===== src/rtl/sync_fifo_ext.sv =====
// Single-clock FIFO with occupancy flags, sticky error flags and a choice of
// registered-read or first-word-fall-through output; any depth >= 2.
module sync_fifo_ext #(
    parameter int DATA_WIDTH   = 32,
    parameter int FIFO_DEPTH   = 16,
    parameter int AFULL_LEVEL  = 12,
    parameter int AEMPTY_LEVEL = 4,
    parameter int FWFT         = 0,
    localparam int CW          = $clog2(FIFO_DEPTH + 1)
) (
    input  logic                  clk,
    input  logic                  rst,
    input  logic                  flush,
    input  logic                  clr_err,
    input  logic                  push,
    input  logic [DATA_WIDTH-1:0] din,
    input  logic                  pop,
    output logic [DATA_WIDTH-1:0] dout,
    output logic                  dout_valid,
    output logic                  full,
    output logic                  empty,
    output logic                  almost_full,
    output logic                  almost_empty,
    output logic [CW-1:0]         count,
    output logic                  overflow,
    output logic                  underflow
);

    localparam int            PW       = (FIFO_DEPTH > 2) ? $clog2(FIFO_DEPTH) : 1;
    localparam logic [PW-1:0] LAST_PTR = PW'(FIFO_DEPTH - 1);

    logic [DATA_WIDTH-1:0] mem [FIFO_DEPTH];
    logic [PW-1:0]         wr_ptr_reg, wr_ptr_next;
    logic [PW-1:0]         rd_ptr_reg, rd_ptr_next;
    logic [CW-1:0]         count_reg, count_next;
    logic                  overflow_reg, overflow_next;
    logic                  underflow_reg, underflow_next;
    logic                  push_ok, pop_ok;

    // Flags come straight from the registered count, never from push/pop.
    assign empty        = (count_reg == '0);
    assign full         = (count_reg == CW'(FIFO_DEPTH));
    assign almost_full  = (32'(count_reg) >= AFULL_LEVEL);
    assign almost_empty = (32'(count_reg) <= AEMPTY_LEVEL);
    assign count        = count_reg;
    assign overflow     = overflow_reg;
    assign underflow    = underflow_reg;

    always_comb begin
        pop_ok         = pop && !empty && !flush;
        push_ok        = push && !flush && (!full || pop_ok);
        wr_ptr_next    = wr_ptr_reg;
        rd_ptr_next    = rd_ptr_reg;
        count_next     = count_reg;
        overflow_next  = overflow_reg;
        underflow_next = underflow_reg;

        if (flush) begin
            wr_ptr_next = '0;
            rd_ptr_next = '0;
            count_next  = '0;
        end else begin
            if (push_ok)
                wr_ptr_next = (wr_ptr_reg == LAST_PTR) ? '0 : wr_ptr_reg + PW'(1);
            if (pop_ok)
                rd_ptr_next = (rd_ptr_reg == LAST_PTR) ? '0 : rd_ptr_reg + PW'(1);
            if (push_ok && !pop_ok)
                count_next = count_reg + CW'(1);
            else if (pop_ok && !push_ok)
                count_next = count_reg - CW'(1);
        end

        // A fresh error in the same cycle wins over clr_err.
        if (push && !flush && !push_ok)
            overflow_next = 1'b1;
        else if (clr_err)
            overflow_next = 1'b0;
        if (pop && !flush && !pop_ok)
            underflow_next = 1'b1;
        else if (clr_err)
            underflow_next = 1'b0;
    end

    always_ff @(posedge clk or posedge rst) begin
        if (rst) begin
            wr_ptr_reg    <= '0;
            rd_ptr_reg    <= '0;
            count_reg     <= '0;
            overflow_reg  <= 1'b0;
            underflow_reg <= 1'b0;
        end else begin
            wr_ptr_reg    <= wr_ptr_next;
            rd_ptr_reg    <= rd_ptr_next;
            count_reg     <= count_next;
            overflow_reg  <= overflow_next;
            underflow_reg <= underflow_next;
        end
    end

    // Storage is not reset; contents are discarded by clearing the pointers.
    always_ff @(posedge clk) begin
        if (push_ok)
            mem[wr_ptr_reg] <= din;
    end

    generate
        if (FWFT == 0) begin : g_registered
            logic [DATA_WIDTH-1:0] dout_reg;
            logic                  dout_valid_reg;

            always_ff @(posedge clk or posedge rst) begin
                if (rst) begin
                    dout_reg       <= '0;
                    dout_valid_reg <= 1'b0;
                end else begin
                    if (pop_ok)
                        dout_reg <= mem[rd_ptr_reg];
                    dout_valid_reg <= pop_ok;
                end
            end

            assign dout       = dout_reg;
            assign dout_valid = dout_valid_reg;
        end else begin : g_fwft
            // Remembers the last shown head so dout stays defined while empty.
            logic [DATA_WIDTH-1:0] hold_reg;

            always_ff @(posedge clk or posedge rst) begin
                if (rst)
                    hold_reg <= '0;
                else if (!empty)
                    hold_reg <= mem[rd_ptr_reg];
            end

            assign dout       = empty ? hold_reg : mem[rd_ptr_reg];
            assign dout_valid = !empty;
        end
    endgenerate

endmodule

===== config.mk =====
export PLATFORM = sky130hd
export DESIGN_NAME = sync_fifo_ext
export DESIGN_NICKNAME = d
export VERILOG_FILES = /design/src/rtl/sync_fifo_ext.sv
export SDC_FILE = /design/constraint.sdc
export NUM_CORES = 1
export LEC_CHECK = 0
export CAP_MARGIN = 30
export CORE_UTILIZATION = 25
export CTS_BUF_LIST = sky130_fd_sc_hd__clkbuf_8 sky130_fd_sc_hd__clkbuf_16
export DETAILED_ROUTE_END_ITERATION = 8
export SKIP_CTS_REPAIR_TIMING = 1
export SLEW_MARGIN = 15
export SYNTH_ARGS = -nofsm -noshare
export SYNTH_HDL_FRONTEND = slang
export SYNTH_SLANG_ARGS = --single-unit

===== constraint.sdc =====
create_clock -name clk -period 5.8 [get_ports clk]
set_input_delay 1.16 -clock clk [delete_from_list [all_inputs] [get_ports clk]]
set_output_delay 1.16 -clock clk [all_outputs]
set_load 0.05 [all_outputs]

==> Word level (Yosys, flattened, before mapping) <==
Memories as Yosys holds them, arrays and structs flattened. A register that Yosys moved wholly into a read port is not among the register bits.
Index checks and enable logic that the tools add are counted.
{ "totals": {"out_inout_bits": 44, "ram_bits": 512, "mem_count": 1, "ff_bits": 16} }
{ "memory_table": {"columns": ["memory", "depth", "width", "read_ports", "rd_clocked_by_memory_dff", "write_ports", "line_no", "rtl"], "rows": [
  ["mem", 16, 32, 1, 1, 1, "32", "logic [DATA_WIDTH-1:0] mem [FIFO_DEPTH];"]
]} }
{ "classes": {"n_mux": 14, "n_reduce_logical": 21, "add_sub_neg": 4, "magnitude_cmp": 2, "n_eq_ne": 3} }
{ "ops": {"columns": ["op", "n"], "rows": [
  ["4-bit two-way mux", 6],
  ["5-bit two-way mux", 3],
  ["1-bit logical AND", 9],
  ["4-bit by 1-bit adder with 4-bit output, second input constant", 2],
  ["4-bit == test, second input constant", 2],
  ["2-bit nonzero test", 4],
  ["5-bit by 1-bit adder with 5-bit output, second input constant", 1],
  ["5-bit == test, second input constant", 1],
  ["5-bit by 4-bit >= comparator with 1-bit output, second input constant", 1],
  ["5-bit by 3-bit <= comparator with 1-bit output, second input constant", 1],
  ["1-bit logical NOT", 5],
  ["5-bit logical NOT", 1],
  ["1-bit two-way mux", 5],
  ["5-bit by 1-bit subtractor with 5-bit output, second input constant", 1],
  ["3-bit nonzero test", 1],
  ["1-bit logical OR", 1]
]} }

==> Depth between registers and ports, before layout <==
{ "logic_depth": {"ltp_word": 11, "depth_mapped": 11, "mapped_depth_nobuf": 8} }

==> Worst setup path after synthesis <==
No wires, ideal clock.
{ "synth_timing": {"kind": "input -> register", "start": "in pop", "end": "mem mem[3][0] (enable)", "path_stages": 5, "arrival_time_ps": 4598, "slack_ps": 735, "n_path_buf": 1, "cell_sequence": "buf_2 -> nor2b_1 -> a21oi_1 -> nor2b_1 -> nor3b_1"} }
{ "synth_between": {"elab_chain_len": 6} }
{ "synth_rtl": {"columns": ["element", "line_no", "rtl"], "rows": [
  ["start, declared", "17", "input logic pop,"],
  ["1-bit logical AND (2 in series)", "50", "pop_ok = pop && !empty && !flush;"],
  ["1-bit logical OR", "51", "push_ok = push && !flush && (!full || pop_ok);"],
  ["1-bit logical AND", "51", null],
  ["1-bit two-way mux", "102", "if (push_ok)"],
  ["1-bit two-way mux (not written as such)", "103", "mem[wr_ptr_reg] <= din;"],
  ["end, declared", "32", null]
]} }
No other way between the ends.

==> Final worst setup path <==
{ "layout_timing": {"start": "reg count_reg[0], in the netlist count[0]", "end": "out empty"} }
{ "layout_between": {"elab_chain_len": 1} }
{ "layout_rtl": {"columns": ["element", "line_no", "rtl"], "rows": [
  ["start, declared", "35", "logic [CW-1:0] count_reg, count_next;"],
  ["start signal, assigned", "94", "count_reg <= count_next;"],
  ["5-bit logical NOT", "41", "assign empty = (count_reg == '0);"],
  ["end, declared", "21", "output logic empty,"]
]} }
No other way between the ends.

==> key figures <==
Synthesis
  • Distinct cell type count after synthesis: 42
  • Synth warnings: 0
  • Async SR Flop Fraction: 8.57%
  • Area contributors post-synth: edfxtp_1 72%, mux4_2 13%, dfrtp_1 5.6%, mux2i_1 3.0%, o221ai_1 1.3%
  • Cell area after synthesis: 21500 um2
  • Post-Syn Area per Cell: 22.0 um2
  • Area leader, netlist: edfxtp_1
  • Most instantiated library cell after synthesis: edfxtp_1
  • Area share of the largest cell type after synthesis: 71.5%
  • Register area share after synthesis: 77.1%
  • Top_reg_cell synth: edfxtp_1
  • Mapped Cells: approximately 1000
  • EDFF count, synth: 512
  • Syn_nets: 1025
  • Register bit count reported by yosys: 560
  • Top cells by count, synth: 512 x edfxtp_1, 128 x mux4_2, 65 x mux2i_1

Drt
  • Vias per cell: 4.42
  • Post-route antenna net violation count: 0
  • Final wirelength: 49400 um
  • Wire per inst: 21.8 um
  • DRC errors left: 0
  • Total number of vias: 10024
  • Initial DRC count: ~840
  • Initial DRT Pass Iterations: 4

STA
  • Max Slew Vio Count: 0
  • Final hold violations: 0
  • Clk_skew: roughly 0.014 ns
  • Final Cycle Share: 69.6%
  • Fmax: 0.248 GHz
  • Slew margin rel.: 37.1%
  • Worst Tran Pin Value: 0.944 ns
  • Fin crit period: around 4.0 ns
  • Setup TNS: 0 ns
  • Final Setup Violations: 0
  • Unrepaired setup endpoints after global routing: false

Finish
  • Final Non-Filler Cells: 2266
  • Util after Layout: 30.0%
  • Antenna Diode Count: 0
  • Max reg flops: 512
  • Fraction of layout cells with a size suffix above 1: 22.0%
  • Fillers: 8252
  • Synth-to-Final Area Change: 18.7%
  • Final net count: 1127
  • Final Cell Area: 25500 um2

Global route
  • Largest net degree at the start of global routing: 133
  • Global-route wire length before repair: 72800 um
  • Total track usage: 11.5%
  • Initial antenna violation count: 1
  • Vias in the first global route: 10728
  • GR Overflow Total: 0

Worst setup path
  • CP startpoint kind: flop
  • CP arrival: 2.87 ns
  • Delay of the slowest cell on the worst path: 0.80 ns
  • WP data required: 4.64 ns
  • CP cell instances: nor4_4, nand2_1, inv_1, clkdlybuf4s50_1
  • CP Capture Type: primary output
  • Worst-path maximum fanout: 8
  • Setup Crit Path Kind: flop to primary output
  • Cell count of the worst reg-to-reg path: 7
  • CP max-delay cell: clkdlybuf4s50_1

Die
  • I/O Pins: 82
  • Core ar.: about 85000 um2
  • Site Rows: 107
  • Die height: slightly below 300 um
  • Die footprint: ~87000 um2
  • Starting Density: approximately a quarter
  • Die X: between 200 and 300 um

Power
  • P_int: 0.00736 W
  • Worst VDD drop: between 0.0002 and 0.00025 V
  • Gate power share: roughly a fifth
  • Power Density: ~400 nW/um2
  • Sequential share of power: 46.9%
  • Leak: between 7 and 8 nW
  • Switch Pwr: 0.00288 W
  • Clk pwr share: 33.3%
  • Total power: 0.0102 W
  • Sw frac: between 20 and 30%

Place
  • DP HPWL: roughly 30000 um
  • Cell Count Post-Placement: around 2200
  • Port Buffers: 81
  • DP Area: 23700 um2
  • RD Place Congestion: around 0.77

Outcome
  • Status: finished, final reports clean

Hold path
  • Min-delay worst type: flop to flop
  • Hold Crit Depth: 2

Clock tree
  • H-tree Lvls: 2
  • Clk sink count: 560
  • Clock Tree Root: clkbuf_16
  • CTS max path bufs: 3
  • Clock slew at reported path FFs: 0.06 ns
  • CTS tree: built
  • Latest clock arrival within the worst-skew pair: 0.59 ns
  • CTS Buf Count: 55

Run
  • Max cap viols: 0
[kinds of logic after synthesis]
kind of cell | Yosys count | synth area share, %
XOR/XNOR | 3 | 0.122
AO/OA/AOI/OAI | 63 | 2.28
AND/OR/NAND/NOR | 82 | 1.94
buffers and inverters | 61 | 1.19
adder cells (fa/ha/maj) | 10 | 0.617
flip-flops | 560 | 77.1
multiplexers | 198 | 16.7
[worst max-delay path, delay by kind of cell, from the launching register on]
family	cells	cell delay, ns
DFF	1	0.50
and+or+nand+nor	2	0.89
buffers and inverters	2	0.90
[final timing paths]
check	startpoint	endpoint	slack (ns)
worst max-delay path	count[0]	empty	1.77
worst min-delay path	dout[10]	dout[10]	0.50
worst max register to register	count[0]	dout[3]	2.60
worst min register to register	dout[10]	dout[10]	0.50
max in group asynchronous	rst	rd_ptr_reg[1]	4.03
min in group asynchronous	rst	dout[29]	1.13
[cell type report]
type	instances	area (um2)	share of cell area, %
sequential	560	16600	65.0
multi-input combinational	356	4700	18.4
inverter	9	33.8	0.132
tap	1144	1430	5.61
clock inverter	38	241	0.947
timing repair buffer	97	1030	4.02
clock buffer	62	1500	5.86
[cells in the final DEF, fill, tap and decap left out, types with 5 or more instances in the layout]
master           netlist  routed
mux2i_1               65      65
clkbuf_8               0       5
nor2_1                 6       6
buf_4                  0       9
edfxtp_1             512     512
dfrtp_1               48      45
o221ai_1              32      32
nand3_1                5       5
clkinv_1               0       9
clkinv_2               0      10
ha_1                   9       9
clkdlybuf4s50_1        0      81
mux4_2               128     128
nor2b_1                6       6
nand2_1               42      42
inv_1                  8      21
clkbuf_16              0      57
a21oi_1                9       9
and3_2                 0       8
buf_12                 0       6
[per-layer routing]
layer | vias up | wire [um] | GRT usage (%)
met5 | - | 0 | 0
met4 | 0 | 1390 | 4.02
met3 | 78 | 1770 | 1.62
met2 | 233 | 25900 | 20.5
met1 | 5419 | 20400 | 14.0
li1 | 4294 | - | -
[per-stage QoR]
step,hold slack (ns),setup WS (ns)
finish,0.495,1.77
global route,0.536,1.59
CTS,0.504,1.71
detailed placement,0.484,1.39
global placement,0.484,1.50
floorplan,0.557,0.735
[power by group through the flow]
stage          logic (W)  clock network (W)  registers, W
2_1_floorplan   0.000981                  0       0.00518
3_3_place_gp     0.00204                  0       0.00490
5_1_grt          0.00216            0.00361       0.00483
6_report         0.00203            0.00340       0.00480
4_1_cts          0.00207            0.00348       0.00482
3_5_place_dp     0.00206                  0       0.00490
(Power assumes the default switching activity.)
